--- src/rtl/flit_sel_mux.sv ---
// One-hot flit selector with a single output register and per-packet port locking.
// Latency 1 cycle; ready_o back-pressures the selected port when the output register is full and not draining.
module flit_sel_mux #(
    parameter int NUM_IN     = 5,
    parameter int DATA_WIDTH = 4
) (
    input  logic                           clk,
    input  logic                           rst,
    input  logic [NUM_IN-1:0]              sel,
    input  logic [NUM_IN*DATA_WIDTH-1:0]   data_i,
    input  logic [NUM_IN-1:0]              valid_i,
    input  logic [NUM_IN-1:0]              tail_i,
    output logic [NUM_IN-1:0]              ready_o,
    output logic [DATA_WIDTH-1:0]          data_o,
    output logic                           valid_o,
    output logic                           tail_o,
    input  logic                           ready_i,
    output logic                           lock_o,
    output logic                           sel_err_o
);

    typedef enum logic {IDLE, LOCKED} state_t;

    state_t                  r_state;
    state_t                  w_state_nxt;
    logic [NUM_IN-1:0]       r_lock_sel;
    logic [NUM_IN-1:0]       w_lock_sel_nxt;
    logic [DATA_WIDTH-1:0]   r_data;
    logic                    r_valid;
    logic                    r_tail;
    logic                    r_sel_err;

    logic                    w_onehot;
    logic                    w_sel_bad;
    logic [NUM_IN-1:0]       w_act_sel;
    logic                    w_out_ready;
    logic                    w_xfer;
    logic [DATA_WIDTH-1:0]   w_mux_data;
    logic                    w_mux_tail;

    assign w_onehot    = (sel != '0) && ((sel & (sel - 1'b1)) == '0);
    assign w_sel_bad   = (sel != '0) && !w_onehot;
    assign w_act_sel   = (r_state == LOCKED) ? r_lock_sel : (w_onehot ? sel : '0);
    assign w_out_ready = !r_valid || ready_i;
    assign ready_o     = rst ? '0 : (w_act_sel & {NUM_IN{w_out_ready}});
    assign w_xfer      = |(valid_i & ready_o);

    // act_sel is at most one-hot, so OR-reduction is a true mux.
    always_comb begin
        w_mux_data = '0;
        w_mux_tail = 1'b0;
        for (int k = 0; k < NUM_IN; k++) begin
            if (w_act_sel[k]) begin
                w_mux_data = w_mux_data | data_i[k*DATA_WIDTH +: DATA_WIDTH];
                w_mux_tail = w_mux_tail | tail_i[k];
            end
        end
    end

    always_comb begin
        w_state_nxt    = r_state;
        w_lock_sel_nxt = r_lock_sel;
        if (w_xfer) begin
            if (w_mux_tail) begin
                w_state_nxt    = IDLE;
                w_lock_sel_nxt = '0;
            end else if (r_state == IDLE) begin
                w_state_nxt    = LOCKED;
                w_lock_sel_nxt = w_act_sel;
            end
        end
    end

    always_ff @(posedge clk) begin
        if (rst) begin
            r_state    <= IDLE;
            r_lock_sel <= '0;
        end else begin
            r_state    <= w_state_nxt;
            r_lock_sel <= w_lock_sel_nxt;
        end
    end

    // Output stage: load on transfer, otherwise drain; payload holds after drain.
    always_ff @(posedge clk) begin
        if (rst) begin
            r_data    <= '0;
            r_tail    <= 1'b0;
            r_valid   <= 1'b0;
            r_sel_err <= 1'b0;
        end else begin
            r_sel_err <= (r_state == IDLE) && w_sel_bad;
            if (w_xfer) begin
                r_data  <= w_mux_data;
                r_tail  <= w_mux_tail;
                r_valid <= 1'b1;
            end else if (ready_i) begin
                r_valid <= 1'b0;
            end
        end
    end

    assign data_o    = r_data;
    assign valid_o   = r_valid;
    assign tail_o    = r_tail;
    assign lock_o    = (r_state == LOCKED);
    assign sel_err_o = r_sel_err;

endmodule

--- config.mk ---
export PLATFORM = sky130hd
export DESIGN_NAME = flit_sel_mux
export DESIGN_NICKNAME = d
export VERILOG_FILES = /design/src/rtl/flit_sel_mux.sv
export SDC_FILE = /design/constraint.sdc
export NUM_CORES = 1
export LEC_CHECK = 0
export CAP_MARGIN = 30
export CORE_MARGIN = 2
export CORE_UTILIZATION = 35
export DETAILED_ROUTE_END_ITERATION = 10
export GPL_ROUTABILITY_DRIVEN = 0
export PLACE_DENSITY = 0.79
export SLEW_MARGIN = 20
export SYNTH_ARGS = -nofsm -noshare
export SYNTH_HDL_FRONTEND = slang
export SYNTH_SLANG_ARGS = --single-unit
--- constraint.sdc ---
create_clock -name clk -period 2.2 [get_ports clk]
set_clock_uncertainty 0.05 [all_clocks]
set_input_delay 0.33 -clock clk [delete_from_list [all_inputs] [get_ports clk]]
set_output_delay 0.33 -clock clk [all_outputs]
set_load 0.005 [all_outputs]
; Word level (Yosys, flattened, before mapping)
; Cells that the tools add are included.
[totals]
out_inout_bits = 13
regBits = 13
[op_classes]
n_reduce_logical = 11
bitwise_logic = 12
muxes = 18
add_sub_neg = 1
n_eq_ne = 1
[ops]
columns = operator, count
row1 = $mux W5, 5
row2 = $mux W4, 5
row3 = $or A4 B4 Y4, 4
row4 = $and A5 B5 Y5, 3
row5 = $mux W1, 8
row6 = $logic_not A5 Y1, 1
row7 = $reduce_bool A5 Y1, 1
row8 = $reduce_or A5 Y1, 1
row9 = $sub A5 B1 Y5 const B, 1
row10 = $or A1 B1 Y1, 4
row11 = $logic_and A1 B1 Y1, 3
row12 = $logic_not A1 Y1, 2
row13 = $ne A2 B1 Y1 const B, 1
row14 = $reduce_and A2 Y1, 1
row15 = $reduce_bool A2 Y1, 1
row16 = $logic_or A1 B1 Y1, 1
row17 = $not A1 Y1, 1

; Depth between registers and ports, before layout
; Gate-level depths: netlist (run 1).
[logic_depth]
depth_word = 17
mapped_depth = 8
depth_no_buf = 6

; Worst setup path after synthesis (run 1)
; OpenSTA, ideal clock, no wires.
[synth_timing]
path_type = flip-flop to flip-flop
start = reg r_state (netlist: lock_o)
end = reg r_lock_sel[1]
stages_incl_launch_ff = 7
required_ns = 2.058
arrival_ns = 1.605
n_path_buf = 0
slack_ns = 0.453
cell_sequence = dfxtp_1 -> nor3_1 -> a32o_2 -> a222oi_1 -> and3_2 -> nand3b_1 -> o32ai_1
[synth_via]
elab_chain_len = 12
[synth_lines]
columns = item, line
row1 = from (decl), 24  ; state_t r_state;
row2 = from (signal assigned), 79  ; r_state <= w_state_nxt;
row3 = $mux W5, 43  ; assign w_act_sel = (r_state == LOCKED) ? r_lock_sel : (w_onehot ? sel : '0);
row4 = $mux W1, 53  ; if (w_act_sel[k]) begin
row5 = $or A1 B1 Y1, 55  ; w_mux_tail = w_mux_tail | tail_i[k];
row6 = $mux W1, 53
row7 = $or A1 B1 Y1, 55
row8 = $mux W1, 53
row9 = $or A1 B1 Y1, 55
row10 = $mux W1, 53
row11 = $or A1 B1 Y1, 55
row12 = $mux W1, 53
row13 = $ne A2 B1 Y1 (no source line), -
row14 = $reduce_and A2 Y1 (no source line), -
row15 = to (signal assigned), 80  ; r_lock_sel <= w_lock_sel_nxt;
row16 = to (decl), 26  ; logic [NUM_IN-1:0] r_lock_sel;
; Several ways; a longest one is shown, not always the timed one. The select of a mux whose other input is x is not followed.
; A chain may end at the register's enable or synchronous reset.

; Worst setup path after layout (run 1)
[layout_timing]
start = in sel[3]
end = out ready_o[0]
[layout_via]
elab_chain_len = 8
[layout_lines]
columns = item, line
row1 = from (decl), 9  ; input logic [NUM_IN-1:0] sel,
row2 = $sub A5 B1 Y5, 41  ; assign w_onehot = (sel != '0) && ((sel & (sel - 1'b1)) == '0);
row3 = $and A5 B5 Y5, 41
row4 = $logic_not A5 Y1, 41
row5 = $logic_and A1 B1 Y1 *, 41
row6 = $mux W5 * (2 in series), 43
row7 = $and A5 B5 Y5 *, 45  ; assign ready_o = rst ? '0 : (w_act_sel & {NUM_IN{w_out_ready}});
row8 = $mux W5 *, 45
row9 = to (decl), 13  ; output logic [NUM_IN-1:0] ready_o,
; Mark *: on every way between the ends. The rest lies on a longest branch, timed or not.

==> impl_results.html, run 1 <==
<table>
<tr><th>Metric</th><th>Value</th></tr>
<tr><th colspan="2">Routing</th></tr>
<tr><td>Vias after detailed routing</td><td>1048</td></tr>
<tr><td>First-pass iteration count of the detailed router</td><td>4</td></tr>
<tr><td>Wire length per cell after detailed routing</td><td>14.92 um</td></tr>
<tr><td>Post-route DRC violation count</td><td>0</td></tr>
<tr><td>Number of antenna-violating nets in the routed design</td><td>0</td></tr>
<tr><td>Violation count after the first detailed-route iteration</td><td>27</td></tr>
<tr><td>Via/cell ratio</td><td>5.458</td></tr>
<tr><td>Post-Route WL</td><td>2865 um</td></tr>
<tr><th colspan="2">Floorplanning</th></tr>
<tr><td>Ports</td><td>51</td></tr>
<tr><td>Area of the placeable core</td><td>2191 um^2</td></tr>
<tr><td>Die X</td><td>52.13 um</td></tr>
<tr><td>Row Count</td><td>17</td></tr>
<tr><td>Initial core utilization</td><td>37.01%</td></tr>
<tr><td>Overall die area</td><td>2718 um^2</td></tr>
<tr><td>Die span in y</td><td>52.13 um</td></tr>
<tr><th colspan="2">Global route</th></tr>
<tr><td>Remaining global-route overflow</td><td>0</td></tr>
<tr><td>Pin count of the biggest net entering global routing</td><td>11</td></tr>
<tr><td>Number of antenna violations at the first check in global routing</td><td>0</td></tr>
<tr><td>First-pass GRT wire length</td><td>4360 um</td></tr>
<tr><td>Total global-route track usage</td><td>21.58%</td></tr>
<tr><td>Number of global-route vias before repair</td><td>1000</td></tr>
<tr><th colspan="2">Logic synthesis</th></tr>
<tr><td>Most frequent cell after synthesis</td><td>sky130_fd_sc_hd__nor2_1</td></tr>
<tr><td>Fraction of synthesis flops using an asynchronous set or reset pin</td><td>0%</td></tr>
<tr><td>Post-synthesis sequential element count</td><td>13</td></tr>
<tr><td>Synth unique cells</td><td>34</td></tr>
<tr><td>Net count after synthesis</td><td>132</td></tr>
<tr><td>Prevailing post-synth register cell</td><td>sky130_fd_sc_hd__dfxtp_1</td></tr>
<tr><td>Area share of the largest cell type after synthesis</td><td>32.10%</td></tr>
<tr><td>Most frequent cells after synthesis</td><td>sky130_fd_sc_hd__nor2_1 (14), sky130_fd_sc_hd__dfxtp_1 (13), sky130_fd_sc_hd__inv_1 (7)</td></tr>
<tr><td>Fraction of the yosys area taken by sequential cells</td><td>32.10%</td></tr>
<tr><td>Post-synth design cell area</td><td>810.8 um^2</td></tr>
<tr><td>Number of synthesized flops with an enable pin</td><td>0</td></tr>
<tr><td>Yosys synthesis warning count</td><td>0</td></tr>
<tr><td>Syn Inst Count</td><td>94</td></tr>
<tr><td>Mean instance size in the synthesized netlist</td><td>8.625 um^2</td></tr>
<tr><td>Cell accounting for the most synthesized area</td><td>sky130_fd_sc_hd__dfxtp_1</td></tr>
<tr><td>Top cells by area in the synthesized netlist</td><td>sky130_fd_sc_hd__dfxtp_1 (32%), sky130_fd_sc_hd__nor2_1 (6.5%), sky130_fd_sc_hd__a222oi_1 (6.2%), sky130_fd_sc_hd__o32ai_1 (5.4%), sky130_fd_sc_hd__a311oi_1 (4.3%)</td></tr>
<tr><th colspan="2">Cells and area</th></tr>
<tr><td>NumNets Final</td><td>203</td></tr>
<tr><td>Util after Layout</td><td>69.67%</td></tr>
<tr><td>Layout Cell Area excl Fill</td><td>1526 um^2</td></tr>
<tr><td>Antenna Diode Count</td><td>0</td></tr>
<tr><td>Layout cell share with drive strength beyond 1</td><td>21.34%</td></tr>
<tr><td>Fill cell count</td><td>174</td></tr>
<tr><td>Non-filler cells, final</td><td>192</td></tr>
<tr><td>P&amp;R area growth vs syn</td><td>88.27%</td></tr>
<tr><th colspan="2">Placed design</th></tr>
<tr><td>Pre-CTS setup slack</td><td>-281.5 ps</td></tr>
<tr><td>DP HPWL</td><td>2284 um</td></tr>
<tr><td>Instance area after placement</td><td>1455 um^2</td></tr>
<tr><td>Port buffer count</td><td>50</td></tr>
<tr><td>Cell Count Post-Placement</td><td>186</td></tr>
<tr><th colspan="2">Pwr</th></tr>
<tr><td>Leakage power</td><td>0.5614 nW</td></tr>
<tr><td>Max IR drop VDD</td><td>0.0002902 V</td></tr>
<tr><td>Total power density per cell area</td><td>356.7 nW/um^2</td></tr>
<tr><th colspan="2">STA</th></tr>
<tr><td>Time the final worst path needs with I/O delays and setup</td><td>2117 ps</td></tr>
<tr><td>Fin worst setup slack</td><td>83.06 ps</td></tr>
<tr><td>Period Utilization, post-route</td><td>96.22%</td></tr>
<tr><td>Fmax</td><td>472.4 MHz</td></tr>
<tr><td>Final Hold Violating Endpoints</td><td>0</td></tr>
<tr><td>Pins Over Slew Limit</td><td>0</td></tr>
<tr><td>Actual slew at the worst max-slew pin</td><td>397.8 ps</td></tr>
<tr><td>Setup repair after global routing missed its margin</td><td>no</td></tr>
<tr><td>Setup violators final</td><td>0</td></tr>
<tr><td>Max transition margin</td><td>72.79%</td></tr>
<tr><th colspan="2">Hold path</th></tr>
<tr><td>Type of the worst min-delay path</td><td>reg -&gt; reg</td></tr>
<tr><td>Hold wc startpoint</td><td>r_lock_sel[3]$_SDFFE_PP0P_</td></tr>
<tr><td>Hold Crit Depth</td><td>2</td></tr>
<tr><td>Capture endpoint of the worst hold path</td><td>r_lock_sel[3]$_SDFFE_PP0P_</td></tr>
<tr><th colspan="2">Clock tree</th></tr>
<tr><td>Cell at the root of the clock tree</td><td>sky130_fd_sc_hd__clkbuf_4</td></tr>
<tr><td>Post-CTS clock slew at the launch and capture registers of the worst setup and hold paths</td><td>80 ps</td></tr>
<tr><td>Skew-Pair Late Insertion Delay</td><td>270 ps</td></tr>
<tr><td>Clock H-tree levels</td><td>1</td></tr>
<tr><td>TritonCTS Sinks</td><td>13</td></tr>
<tr><td>TritonCTS clock tree</td><td>yes</td></tr>
<tr><td>Total CTS buffers</td><td>3</td></tr>
<tr><td>Number of buffers on the longest clock path</td><td>2</td></tr>
<tr><th colspan="2">Critical path</th></tr>
<tr><td>Critical Path Fanout Max</td><td>5</td></tr>
<tr><td>Critical path data required time</td><td>1820 ps</td></tr>
<tr><td>Launch instance of the worst register-to-register path</td><td>lock_o$_SDFFE_PP0P_</td></tr>
<tr><td>Worst setup EP type</td><td>output port</td></tr>
<tr><td>Worst R2R End</td><td>r_lock_sel[1]$_SDFFE_PP0P_</td></tr>
<tr><td>Count of buffer and inverter cells on the critical path</td><td>2</td></tr>
<tr><td>Gate family responsible for the most delay along the worst path</td><td>buffers and inverters</td></tr>
<tr><td>Worst path slowest cell</td><td>sky130_fd_sc_hd__clkdlybuf4s50_1</td></tr>
<tr><td>Nature of the critical path startpoint</td><td>primary input</td></tr>
<tr><td>Delay of the slowest cell on the worst path</td><td>490 ps</td></tr>
<tr><td>Critical path class</td><td>in -&gt; out</td></tr>
<tr><td>R2R setup slack</td><td>200 ps</td></tr>
<tr><td>Sequence of cells on the critical path</td><td>dlygate4sd2_1 &gt; nor3_4 &gt; a32o_1 &gt; and2_1 &gt; clkdlybuf4s50_1</td></tr>
<tr><td>Worst reg2reg path depth</td><td>7</td></tr>
<tr><td>Signal arrival time at the worst endpoint</td><td>1740 ps</td></tr>
<tr><th colspan="2">Flow run</th></tr>
<tr><td>Max-Cap Viols</td><td>0</td></tr>
<tr><th colspan="2">Outcome</th></tr>
<tr><td>Outcome</td><td>finished clean</td></tr>
</table>
-- layout make-up --
class                      count  area, um^2  share of cell area, %
clock buffer                   4       26.28                  1.721
multi-input combinational     70       530.5                  34.75
timing repair buffer          70       644.4                  42.21
inverter                       7       26.28                  1.721
sequential                    13       264.0                  17.30
tap                           28       35.03                  2.295
-- worst max-delay path by stage --
stage                   startpoint                    endpoint  cells after the start
5_1_grt                     sel[2]                  ready_o[4]                      7
3_5_place_dp                sel[2]  r_lock_sel[0]$_SDFFE_PP0P_                      9
3_3_place_gp                sel[3]                  ready_o[1]                      6
6_report                    sel[3]                  ready_o[0]                      5
4_1_cts        lock_o$_SDFFE_PP0P_                  ready_o[0]                      5
2_1_floorplan  lock_o$_SDFFE_PP0P_  r_lock_sel[1]$_SDFFE_PP0P_                      6
-- per-stage QoR --
stage | power [W] | setup TNS (ps) | hold WS (ps)
2_1_floorplan | 0.0002921 | 0 | 403.7
3_3_place_gp | 0.0003954 | -2474 | 411.4
3_5_place_dp | 0.0003994 | -3220 | 435.7
4_1_cts | 0.0005488 | 0 | 450.0
5_1_grt | 0.0005766 | 0 | 466.5
6_report | 0.0005444 | 0 | 447.7
-- flip-flops by register name (all words and copies together), names as in the netlist --
| register | count |
|---|---|
| valid_o | 1 |
| lock_o | 1 |
| r_lock_sel | 5 |
| sel_err_o | 1 |
| tail_o | 1 |
| data_o | 4 |
-- worst min-delay path, stage by stage (launching register included) --
cell and delay (ps):
sky130_fd_sc_hd__dfxtp_1 330, sky130_fd_sc_hd__inv_1 50, sky130_fd_sc_hd__o32ai_1 70
-- cell usage in the layout, fill, tap and decap left out, types with 3 or more instances in the layout --
| cell type | n |
|---|---|
| sky130_fd_sc_hd__inv_1 | 7 |
| sky130_fd_sc_hd__a311oi_1 | 4 |
| sky130_fd_sc_hd__a22oi_1 | 4 |
| sky130_fd_sc_hd__dlygate4sd2_1 | 8 |
| sky130_fd_sc_hd__and2_1 | 4 |
| sky130_fd_sc_hd__buf_4 | 19 |
| sky130_fd_sc_hd__o32ai_1 | 4 |
| sky130_fd_sc_hd__a222oi_1 | 5 |
| sky130_fd_sc_hd__clkbuf_4 | 3 |
| sky130_fd_sc_hd__clkdlybuf4s50_1 | 42 |
| sky130_fd_sc_hd__nand2b_1 | 3 |
| sky130_fd_sc_hd__a22o_1 | 3 |
| sky130_fd_sc_hd__dfxtp_1 | 12 |
| sky130_fd_sc_hd__nor2_1 | 13 |
| sky130_fd_sc_hd__nand3_1 | 3 |
-- report_power, final --
part,switching [W],internal [W]
combinational,0.0000546,0.0000998
sequential,0.00000403,0.000241
clock,0.0000753,0.0000701
-- metal layers --
metal	vias up	track usage (%)	wire (um)
met3	10	4.310	109
met5	-	0	0
li1	509	-	-
met1	492	25.96	1209
met2	37	36.71	1472
met4	0	9.829	72
-- what timing repair did --
action                                  in CTS  in global routing
cloned                                       0                  0
pin swaps                                    4                  1
hold buffers                                 0                  0
gates resized for setup                     12                  5
endpoints found under the setup margin       6                  3
setup buffers                                2                  0
-- cells by family (layout without fill, tap and decap cells) --
logic type      Yosys count  count (layout)  share of synthesized area, %
simple gates             38              38                         26.24
compound gates           31              31                         33.95
flops                    13              13                         32.10
buf+inv                  11              81                         6.483
mux                       1               1                         1.235
Power figures use the tool's default switching activity.
==> run 2: changes to the inputs <==
--- a/config.mk
+++ b/config.mk
@@ -7,10 +7,10 @@
 export LEC_CHECK = 0
 export CAP_MARGIN = 30
 export CORE_MARGIN = 2
-export CORE_UTILIZATION = 35
+export CORE_UTILIZATION = 32
 export DETAILED_ROUTE_END_ITERATION = 10
 export GPL_ROUTABILITY_DRIVEN = 0
-export PLACE_DENSITY = 0.79
+export PLACE_DENSITY = 0.76
 export SLEW_MARGIN = 20
 export SYNTH_ARGS = -nofsm -noshare
 export SYNTH_HDL_FRONTEND = slang
==> constraint.sdc (replaced) <==
create_clock -name clk -period 1.9 [get_ports clk]
set_clock_uncertainty 0.05 [all_clocks]
set_input_delay 0.285 -clock clk [delete_from_list [all_inputs] [get_ports clk]]
set_output_delay 0.285 -clock clk [all_outputs]
set_load 0.005 [all_outputs]
==> run 2 against run 1 <==
The run now ends with negative setup slack left. Global-route usage grew 1.9 points. Combinational power grew 36%. Utilization rose by 1.9 points. Setup slack got worse by 160 ps. Clock power increased by 26%. Wire length grew 27%. Flip-flop and latch count is the same. Critical endpoint is now r_lock_sel[2]$_SDFFE_PP0P_. Sequential share of layout area shrank 2.1 points. Count of clock-buffer cells in the layout did not move. Non-clock buffer count is 13 higher. Via count rose by 8.8%.
==> impl_results.html, run 2 (synthesis results as in run 1) <==
<table>
<tr><th>Metric</th><th>Value</th></tr>
<tr><th colspan="2">Outcome</th></tr>
<tr><td>Outcome</td><td>complete, but fails checks (was finished clean)</td></tr>
<tr><td>Failing checks</td><td>negative setup slack</td></tr>
<tr><th colspan="2">STA</th></tr>
<tr><td>Max transition margin</td><td>73.58% (was 72.79%)</td></tr>
<tr><td>Actual slew at the worst max-slew pin</td><td>396.2 ps (was 397.8 ps)</td></tr>
<tr><td>Setup violators final</td><td>7 (was 0)</td></tr>
<tr><td>Period Utilization, post-route</td><td>104.2%</td></tr>
<tr><td>Final Hold Violating Endpoints</td><td>0 (unchanged)</td></tr>
<tr><td>Fin worst setup slack</td><td>-80.52 ps (was 83.06 ps)</td></tr>
<tr><td>Total negative slack for setup checks</td><td>-361.7 ps (was 0 ps)</td></tr>
<tr><td>Fmax</td><td>504.9 MHz</td></tr>
<tr><td>Setup repair after global routing missed its margin</td><td>yes (was no)</td></tr>
<tr><td>Final hold slack</td><td>448.6 ps (was 447.7 ps)</td></tr>
<tr><td>Time the final worst path needs with I/O delays and setup</td><td>1981 ps</td></tr>
<tr><td>Pins Over Slew Limit</td><td>0 (unchanged)</td></tr>
<tr><th colspan="2">Pwr</th></tr>
<tr><td>Overall power after layout</td><td>0.0006771 W (was 0.0005444 W)</td></tr>
<tr><td>Max IR drop VDD</td><td>0.0003717 V (was 0.0002902 V)</td></tr>
<tr><td>Leakage power</td><td>0.6724 nW (was 0.5614 nW)</td></tr>
<tr><td>Total power density per cell area</td><td>388.8 nW/um^2 (was 356.7 nW/um^2)</td></tr>
<tr><th colspan="2">Global route</th></tr>
<tr><td>Total global-route track usage</td><td>23.50% (was 21.58%)</td></tr>
<tr><td>Number of global-route vias before repair</td><td>1041 (was 1000)</td></tr>
<tr><td>Pin count of the biggest net entering global routing</td><td>20 (was 11)</td></tr>
<tr><td>Remaining global-route overflow</td><td>0 (unchanged)</td></tr>
<tr><td>First-pass GRT wire length</td><td>4961 um (was 4360 um)</td></tr>
<tr><td>Number of antenna violations at the first check in global routing</td><td>0 (unchanged)</td></tr>
<tr><th colspan="2">Routing</th></tr>
<tr><td>First-pass iteration count of the detailed router</td><td>4 (unchanged)</td></tr>
<tr><td>Vias after detailed routing</td><td>1140 (was 1048)</td></tr>
<tr><td>Number of antenna-violating nets in the routed design</td><td>0 (unchanged)</td></tr>
<tr><td>Via/cell ratio</td><td>5.507 (was 5.458)</td></tr>
<tr><td>Post-Route WL</td><td>3626 um (was 2865 um)</td></tr>
<tr><td>Wire length per cell after detailed routing</td><td>17.52 um (was 14.92 um)</td></tr>
<tr><td>Violation count after the first detailed-route iteration</td><td>35 (was 27)</td></tr>
<tr><td>Post-route DRC violation count</td><td>0 (unchanged)</td></tr>
<tr><th colspan="2">Flow run</th></tr>
<tr><td>Max-Cap Viols</td><td>0 (unchanged)</td></tr>
<tr><th colspan="2">Hold path</th></tr>
<tr><td>Capture endpoint of the worst hold path</td><td>r_lock_sel[2]$_SDFFE_PP0P_ (was r_lock_sel[3]$_SDFFE_PP0P_)</td></tr>
<tr><td>Hold Crit Depth</td><td>2 (unchanged)</td></tr>
<tr><td>Type of the worst min-delay path</td><td>reg -&gt; reg (unchanged)</td></tr>
<tr><td>Hold wc startpoint</td><td>r_lock_sel[2]$_SDFFE_PP0P_ (was r_lock_sel[3]$_SDFFE_PP0P_)</td></tr>
<tr><th colspan="2">Critical path</th></tr>
<tr><td>Critical Path Fanout Max</td><td>6 (was 5)</td></tr>
<tr><td>Worst R2R End</td><td>r_lock_sel[2]$_SDFFE_PP0P_ (was r_lock_sel[1]$_SDFFE_PP0P_)</td></tr>
<tr><td>Critical path data required time</td><td>2040 ps (was 1820 ps)</td></tr>
<tr><td>Sequence of cells on the critical path</td><td>buf_6 &gt; a32o_2 &gt; a222oi_1 &gt; and3_4 &gt; nand3b_1 &gt; o32ai_1 (was dlygate4sd2_1 &gt; nor3_4 &gt; a32o_1 &gt; and2_1 &gt; clkdlybuf4s50_1)</td></tr>
<tr><td>Critical path class</td><td>reg -&gt; reg (was in -&gt; out)</td></tr>
<tr><td>Gate family responsible for the most delay along the worst path</td><td>compound AO/OA/AOI/OAI gates (was buffers and inverters)</td></tr>
<tr><td>Setup crit start</td><td>lock_o$_SDFFE_PP0P_ (was sel[3])</td></tr>
<tr><td>Worst setup EP type</td><td>flip-flop (was output port)</td></tr>
<tr><td>Delay of the slowest cell on the worst path</td><td>390 ps (was 490 ps)</td></tr>
<tr><td>Worst reg2reg path depth</td><td>6 (was 7)</td></tr>
<tr><td>Count of buffer and inverter cells on the critical path</td><td>1 (was 2)</td></tr>
<tr><td>R2R setup slack</td><td>-80 ps (was 200 ps)</td></tr>
<tr><td>Launch instance of the worst register-to-register path</td><td>lock_o$_SDFFE_PP0P_ (unchanged)</td></tr>
<tr><td>Worst path slowest cell</td><td>sky130_fd_sc_hd__dfxtp_4 (was sky130_fd_sc_hd__clkdlybuf4s50_1)</td></tr>
<tr><td>Signal arrival time at the worst endpoint</td><td>2120 ps (was 1740 ps)</td></tr>
<tr><td>Nature of the critical path startpoint</td><td>flip-flop (was primary input)</td></tr>
<tr><th colspan="2">Clock tree</th></tr>
<tr><td>Number of buffers on the longest clock path</td><td>2 (unchanged)</td></tr>
<tr><td>TritonCTS clock tree</td><td>yes (unchanged)</td></tr>
<tr><td>Skew-Pair Late Insertion Delay</td><td>290 ps (was 270 ps)</td></tr>
<tr><td>Cell at the root of the clock tree</td><td>sky130_fd_sc_hd__clkbuf_4 (unchanged)</td></tr>
<tr><td>Clock H-tree levels</td><td>1 (unchanged)</td></tr>
<tr><td>TritonCTS Sinks</td><td>13 (unchanged)</td></tr>
<tr><td>Total CTS buffers</td><td>3 (unchanged)</td></tr>
<tr><td>Post-CTS clock slew at the launch and capture registers of the worst setup and hold paths</td><td>90 ps (was 80 ps)</td></tr>
<tr><td>Cts-stage hold buffer count</td><td>0 (unchanged)</td></tr>
<tr><th colspan="2">Placed design</th></tr>
<tr><td>DP HPWL</td><td>2374 um (was 2284 um)</td></tr>
<tr><td>Port buffer count</td><td>50 (unchanged)</td></tr>
<tr><td>Pre-CTS setup slack</td><td>-525.7 ps (was -281.5 ps)</td></tr>
<tr><th colspan="2">Cells and area</th></tr>
<tr><td>Antenna Diode Count</td><td>0 (unchanged)</td></tr>
<tr><td>P&amp;R area growth vs syn</td><td>114.8% (was 88.27%)</td></tr>
<tr><td>Max reg flops</td><td>5 (unchanged)</td></tr>
<tr><td>Util after Layout</td><td>71.60% (was 69.67%)</td></tr>
<tr><td>Most flops, register</td><td>r_lock_sel (unchanged)</td></tr>
<tr><td>Most common library cell in the layout ignoring fill and taps</td><td>sky130_fd_sc_hd__clkdlybuf4s50_1 (unchanged)</td></tr>
<tr><td>Fill cell count</td><td>177 (was 174)</td></tr>
<tr><td>Commonest cells after routing, fill and taps aside</td><td>sky130_fd_sc_hd__clkdlybuf4s50_1 (40), sky130_fd_sc_hd__buf_4 (27), sky130_fd_sc_hd__dfxtp_1 (12), sky130_fd_sc_hd__nor2_1 (10), sky130_fd_sc_hd__inv_1 (7) (was sky130_fd_sc_hd__clkdlybuf4s50_1 (42), sky130_fd_sc_hd__buf_4 (19), sky130_fd_sc_hd__nor2_1 (13), sky130_fd_sc_hd__dfxtp_1 (12), sky130_fd_sc_hd__dlygate4sd2_1 (8))</td></tr>
<tr><td>NumNets Final</td><td>216 (was 203)</td></tr>
<tr><td>Layout cell share with drive strength beyond 1</td><td>37.29% (was 21.34%)</td></tr>
<tr><th colspan="2">Floorplanning</th></tr>
<tr><td>Die span in y</td><td>54.34 um (was 52.13 um)</td></tr>
<tr><td>Initial core utilization</td><td>33.33% (was 37.01%)</td></tr>
<tr><td>Area of the placeable core</td><td>2432 um^2 (was 2191 um^2)</td></tr>
<tr><td>Overall die area</td><td>2952 um^2 (was 2718 um^2)</td></tr>
<tr><td>Row Count</td><td>18 (was 17)</td></tr>
<tr><td>Die X</td><td>54.34 um (was 52.13 um)</td></tr>
<tr><td>Ports</td><td>51 (unchanged)</td></tr>
</table>
-- run 2: cell count changes in the layout (fill, tap and decap cells not counted), moves of 2 or more --
| cell | change |
|---|---|
| sky130_fd_sc_hd__clkbuf_2 | +3 |
| sky130_fd_sc_hd__buf_4 | +8 |
| sky130_fd_sc_hd__nor2_4 | +2 |
| sky130_fd_sc_hd__o32ai_2 | +3 |
| sky130_fd_sc_hd__a311oi_1 | -3 |
| sky130_fd_sc_hd__nor2_1 | -3 |
| sky130_fd_sc_hd__dlygate4sd2_1 | -6 |
| sky130_fd_sc_hd__clkdlybuf4s50_1 | -2 |
| sky130_fd_sc_hd__clkdlybuf4s15_1 | +2 |
| sky130_fd_sc_hd__a311oi_2 | +3 |
| sky130_fd_sc_hd__o32ai_1 | -3 |
| sky130_fd_sc_hd__buf_6 | +5 |
-- run 2: how the worst max path moves through the flow --
stage	end	depth (start not counted)	slack, ps
final	r_lock_sel[2]$_SDFFE_PP0P_	6	-80
after global routing	r_lock_sel[2]$_SDFFE_PP0P_	6	-180
after detailed placement	r_lock_sel[0]$_SDFFE_PP0P_	7	-530
after CTS	data_o[2]$_SDFFE_PP0P_	9	-20
after global placement	r_lock_sel[4]$_SDFFE_PP0P_	7	-450
after floorplan	r_lock_sel[1]$_SDFFE_PP0P_	6	150
-- run 2: cell type report --
| cell class | count | area (um^2) | share of cell area [%] |
|---|---|---|---|
| inverters | 7 | 26.28 | 1.509 |
| repair buffers | 83 | 759.5 | 43.61 |
| clock buffers | 4 | 26.28 | 1.509 |
| well taps | 30 | 37.54 | 2.155 |
| flip-flops and latches | 13 | 264.0 | 15.16 |
| multi-input cells | 70 | 628.1 | 36.06 |
-- run 2: power breakdown --
part | switching, W | leakage [nW] | internal [W] | total, W
registers | 0.00000545 | 0.106 | 0.000279 | 0.000284
logic | 0.0000790 | 0.551 | 0.000131 | 0.000210
clock network | 0.000101 | 0.0150 | 0.0000815 | 0.000183
total | 0.000186 | 0.672 | 0.000491 | 0.000677
-- run 2: worst min-delay path, stage by stage, from the launching register on --
cell and delay (ps):
sky130_fd_sc_hd__dfxtp_1 330, sky130_fd_sc_hd__inv_1 50, sky130_fd_sc_hd__o32ai_1 70
-- run 2: routing by layer --
| layer | GRT usage [%] | up-vias | wire [um] |
|---|---|---|---|
| li1 | - | 540 | - |
| met2 | 45.38 | 50 | 2002 |
| met5 | 0 | - | 0 |
| met4 | 4.583 | 0 | 95 |
| met3 | 4.645 | 13 | 193 |
| met1 | 26.23 | 537 | 1335 |
-- run 2: what timing repair did --
action,CTS,global route
buffers inserted,12,4
endpoints found under the setup margin,17,16
pin swaps,17,16
resized for setup,38,20
-- run 2: metrics by stage --
step	area, um^2	cells
floorplan	810.8	94
global placement	1473	190
detailed placement	1473	190
CTS	1667	205
global route	1742	207
finish	1742	207
==> run 3: changes to the inputs <==
--- a/config.mk
+++ b/config.mk
@@ -5,12 +5,13 @@
 export SDC_FILE = /design/constraint.sdc
 export NUM_CORES = 1
 export LEC_CHECK = 0
-export CAP_MARGIN = 30
+export CAP_MARGIN = 20
 export CORE_MARGIN = 2
 export CORE_UTILIZATION = 32
 export DETAILED_ROUTE_END_ITERATION = 10
 export GPL_ROUTABILITY_DRIVEN = 0
 export PLACE_DENSITY = 0.76
+export REMOVE_ABC_BUFFERS = 1
 export SLEW_MARGIN = 20
 export SYNTH_ARGS = -nofsm -noshare
 export SYNTH_HDL_FRONTEND = slang
==> run 3 against run 2 <==
The run still ends with negative setup slack left. Fmax decreased by 0.76%. Flip-flop and latch count did not move. Cell count stayed put. Total power fell by 1.4%. Die area did not move. Setup slack lost 15 ps. Critical path depth up 2. First-iteration DRC count decreased by 20%. Via count up 1.1%. Sequential power about the same. Final area decreased by 0.86%. Critical path type unchanged. Largest cell class unchanged.
==> impl_results.html, run 3 (synthesis results as in run 1) <==
<table>
<tr><th>Metric</th><th>Value</th></tr>
<tr><th colspan="2">Outcome</th></tr>
<tr><td>Outcome</td><td>complete, but fails checks (unchanged)</td></tr>
<tr><td>Failing checks</td><td>negative setup slack (unchanged)</td></tr>
<tr><th colspan="2">Critical path</th></tr>
<tr><td>Worst reg2reg path depth</td><td>8 (was 6)</td></tr>
<tr><td>Launch instance of the worst register-to-register path</td><td>lock_o$_SDFFE_PP0P_ (unchanged)</td></tr>
<tr><td>Critical path class</td><td>reg -&gt; reg (unchanged)</td></tr>
<tr><td>Worst R2R End</td><td>r_lock_sel[4]$_SDFFE_PP0P_ (was r_lock_sel[2]$_SDFFE_PP0P_)</td></tr>
<tr><td>Critical Path Fanout Max</td><td>5 (was 6)</td></tr>
<tr><td>Critical path data required time</td><td>2040 ps (about the same)</td></tr>
<tr><td>Worst setup EP type</td><td>flip-flop (unchanged)</td></tr>
<tr><td>R2R setup slack</td><td>-100 ps (was -80 ps)</td></tr>
<tr><td>Nature of the critical path startpoint</td><td>flip-flop (unchanged)</td></tr>
<tr><td>Signal arrival time at the worst endpoint</td><td>2130 ps (was 2120 ps)</td></tr>
<tr><th colspan="2">STA</th></tr>
<tr><td>Period Utilization, post-route</td><td>105.0% (was 104.2%)</td></tr>
<tr><td>Setup repair after global routing missed its margin</td><td>yes (unchanged)</td></tr>
<tr><td>Pins Over Slew Limit</td><td>0 (unchanged)</td></tr>
<tr><td>Max transition margin</td><td>69.24% (was 73.58%)</td></tr>
<tr><td>Actual slew at the worst max-slew pin</td><td>449.8 ps (was 396.2 ps)</td></tr>
<tr><td>Total negative slack for setup checks</td><td>-459.4 ps (was -361.7 ps)</td></tr>
<tr><td>Fin worst setup slack</td><td>-95.71 ps (was -80.52 ps)</td></tr>
<tr><td>Time the final worst path needs with I/O delays and setup</td><td>1996 ps (was 1981 ps)</td></tr>
<tr><td>Final Hold Violating Endpoints</td><td>0 (unchanged)</td></tr>
<tr><td>Fmax</td><td>501.1 MHz (was 504.9 MHz)</td></tr>
<tr><td>Setup violators final</td><td>6 (was 7)</td></tr>
<tr><th colspan="2">Floorplanning</th></tr>
<tr><td>Overall die area</td><td>2952 um^2 (unchanged)</td></tr>
<tr><td>Area of the placeable core</td><td>2432 um^2 (unchanged)</td></tr>
<tr><td>Die X</td><td>54.34 um (unchanged)</td></tr>
<tr><td>Die span in y</td><td>54.34 um (unchanged)</td></tr>
<tr><td>Row Count</td><td>18 (unchanged)</td></tr>
<tr><td>Initial core utilization</td><td>33.33% (unchanged)</td></tr>
<tr><td>Ports</td><td>51 (unchanged)</td></tr>
<tr><th colspan="2">Placed design</th></tr>
<tr><td>Port buffer count</td><td>50 (unchanged)</td></tr>
<tr><td>Cell Count Post-Placement</td><td>192 (was 190)</td></tr>
<tr><td>DP HPWL</td><td>2273 um (was 2374 um)</td></tr>
<tr><th colspan="2">Cells and area</th></tr>
<tr><td>Most common library cell in the layout ignoring fill and taps</td><td>sky130_fd_sc_hd__clkdlybuf4s50_1 (unchanged)</td></tr>
<tr><td>Max reg flops</td><td>5 (unchanged)</td></tr>
<tr><td>Layout cell share with drive strength beyond 1</td><td>35.59% (was 37.29%)</td></tr>
<tr><td>Non-filler cells, final</td><td>207 (unchanged)</td></tr>
<tr><td>Commonest cells after routing, fill and taps aside</td><td>sky130_fd_sc_hd__clkdlybuf4s50_1 (40), sky130_fd_sc_hd__buf_4 (27), sky130_fd_sc_hd__dfxtp_1 (12), sky130_fd_sc_hd__nor2_1 (11), sky130_fd_sc_hd__inv_1 (7) (was sky130_fd_sc_hd__clkdlybuf4s50_1 (40), sky130_fd_sc_hd__buf_4 (27), sky130_fd_sc_hd__dfxtp_1 (12), sky130_fd_sc_hd__nor2_1 (10), sky130_fd_sc_hd__inv_1 (7))</td></tr>
<tr><td>Antenna Diode Count</td><td>0 (unchanged)</td></tr>
<tr><td>Util after Layout</td><td>70.99% (was 71.60%)</td></tr>
<tr><td>P&amp;R area growth vs syn</td><td>113.0% (was 114.8%)</td></tr>
<tr><td>NumNets Final</td><td>216 (unchanged)</td></tr>
<tr><td>Most flops, register</td><td>r_lock_sel (unchanged)</td></tr>
<tr><th colspan="2">Routing</th></tr>
<tr><td>Violation count after the first detailed-route iteration</td><td>28 (was 35)</td></tr>
<tr><td>First-pass iteration count of the detailed router</td><td>5 (was 4)</td></tr>
<tr><td>Vias after detailed routing</td><td>1153 (was 1140)</td></tr>
<tr><td>Post-route DRC violation count</td><td>0 (unchanged)</td></tr>
<tr><td>Post-Route WL</td><td>3371 um (was 3626 um)</td></tr>
<tr><td>Wire length per cell after detailed routing</td><td>16.29 um (was 17.52 um)</td></tr>
<tr><td>Via/cell ratio</td><td>5.570 (was 5.507)</td></tr>
<tr><td>Number of antenna-violating nets in the routed design</td><td>0 (unchanged)</td></tr>
<tr><th colspan="2">Global route</th></tr>
<tr><td>Pin count of the biggest net entering global routing</td><td>16 (was 20)</td></tr>
<tr><td>Number of global-route vias before repair</td><td>1159 (was 1041)</td></tr>
<tr><td>Total global-route track usage</td><td>25.01% (was 23.50%)</td></tr>
<tr><td>Remaining global-route overflow</td><td>0 (unchanged)</td></tr>
<tr><td>Number of antenna violations at the first check in global routing</td><td>0 (unchanged)</td></tr>
<tr><td>First-pass GRT wire length</td><td>5223 um (was 4961 um)</td></tr>
<tr><th colspan="2">Clock tree</th></tr>
<tr><td>Cell at the root of the clock tree</td><td>sky130_fd_sc_hd__clkbuf_4 (unchanged)</td></tr>
<tr><td>TritonCTS Sinks</td><td>13 (unchanged)</td></tr>
<tr><td>Clock H-tree levels</td><td>1 (unchanged)</td></tr>
<tr><td>Cts-stage hold buffer count</td><td>0 (unchanged)</td></tr>
<tr><td>Total CTS buffers</td><td>3 (unchanged)</td></tr>
<tr><td>TritonCTS clock tree</td><td>yes (unchanged)</td></tr>
<tr><td>Number of buffers on the longest clock path</td><td>2 (unchanged)</td></tr>
<tr><td>Skew-Pair Late Insertion Delay</td><td>270 ps (was 290 ps)</td></tr>
<tr><td>Post-CTS clock slew at the launch and capture registers of the worst setup and hold paths</td><td>90 ps (about the same)</td></tr>
<tr><th colspan="2">Pwr</th></tr>
<tr><td>Total power density per cell area</td><td>386.8 nW/um^2 (was 388.8 nW/um^2)</td></tr>
<tr><td>Max IR drop VDD</td><td>0.0002856 V (was 0.0003717 V)</td></tr>
<tr><td>Overall power after layout</td><td>0.0006678 W (was 0.0006771 W)</td></tr>
<tr><td>Leakage power</td><td>0.6750 nW (was 0.6724 nW)</td></tr>
<tr><th colspan="2">Hold path</th></tr>
<tr><td>Hold wc startpoint</td><td>r_lock_sel[1]$_SDFFE_PP0P_ (was r_lock_sel[2]$_SDFFE_PP0P_)</td></tr>
<tr><td>Capture endpoint of the worst hold path</td><td>r_lock_sel[1]$_SDFFE_PP0P_ (was r_lock_sel[2]$_SDFFE_PP0P_)</td></tr>
<tr><td>Hold Crit Depth</td><td>2 (unchanged)</td></tr>
<tr><td>Type of the worst min-delay path</td><td>reg -&gt; reg (unchanged)</td></tr>
<tr><th colspan="2">Flow run</th></tr>
<tr><td>Max-Cap Viols</td><td>0 (unchanged)</td></tr>
</table>
[run 3: changes by cell type in the layout (fill, tap and decap cells not counted), sizes merged]
cell           previous run  this run
clkdlybuf4s15             3         0
dlygate4sd2               2         6
buf                      35        34
[run 3: layer usage]
metal / vias to the layer above / global-route usage, % / wire length, um
met1: 556 / 28.50 / 1342
met4: 0 / 11.67 / 37
met2: 55 / 44.98 / 1804
met5: - / 0 / 0
li1: 538 / - / -
met3: 4 / 4.098 / 186
[run 3: where the power goes]
| group | switching [W] | internal, W | total [W] |
|---|---|---|---|
| logic | 0.0000788 | 0.000131 | 0.000210 |
| clock network | 0.0000942 | 0.0000813 | 0.000176 |
| registers | 0.00000405 | 0.000279 | 0.000283 |
| total | 0.000177 | 0.000491 | 0.000668 |
[run 3: repair_timing]
action / 4_1_cts / 5_1_grt
endpoints found under the setup margin: 16 / 17
setup buffers: 11 / 2
resized for setup: 33 / 15
pin swaps: 19 / 5
[run 3: how the worst max path moves through the flow]
| stage | slack, ps | start | endpoint | depth (start not counted) |
|---|---|---|---|---|
| 6_report | -100 | lock_o$_SDFFE_PP0P_ | r_lock_sel[4]$_SDFFE_PP0P_ | 8 |
| 5_1_grt | -180 | lock_o$_SDFFE_PP0P_ | r_lock_sel[1]$_SDFFE_PP0P_ | 8 |
| 4_1_cts | -170 | lock_o$_SDFFE_PP0P_ | ready_o[4] | 6 |
| 3_5_place_dp | -460 | sel[2] | data_o[3]$_SDFFE_PP0P_ | 9 |
| 3_3_place_gp | -410 | sel[0] | ready_o[4] | 5 |
| 2_1_floorplan | -130 | lock_o$_SDFFE_PP0P_ | r_lock_sel[0]$_SDFFE_PP0P_ | 6 |
[run 3: cell type report]
cell class                      instances  area [um^2]
Multi-Input combinational cell         70        620.6
Clock buffer                            4        26.28
Sequential cell                        13        264.0
Inverter                                7        26.28
Fill cell                             178        705.7
Timing Repair Buffer                   83        752.0
Tap cell                               30        37.54
[run 3: per-stage QoR]
step / setup slack, ps / instance area, um^2 / hold slack (ps)
floorplan: -131.8 / 784.5 / 307.1
global placement: -414.1 / 1488 / 420.2
detailed placement: -463.4 / 1488 / 428.0
CTS: -169.3 / 1687 / 440.1
global route: -177.2 / 1727 / 474.6
finish: -95.71 / 1727 / 447.1
[run 3: critical path, stage by stage (launching register included)]
cell and delay (ps):
sky130_fd_sc_hd__dfxtp_4 380, sky130_fd_sc_hd__buf_12 100, sky130_fd_sc_hd__nor3_2 30, sky130_fd_sc_hd__a32o_2 280, sky130_fd_sc_hd__buf_6 120, sky130_fd_sc_hd__a222oi_1 310
sky130_fd_sc_hd__and3_4 280, sky130_fd_sc_hd__nand3b_1 190, sky130_fd_sc_hd__o32ai_1 160
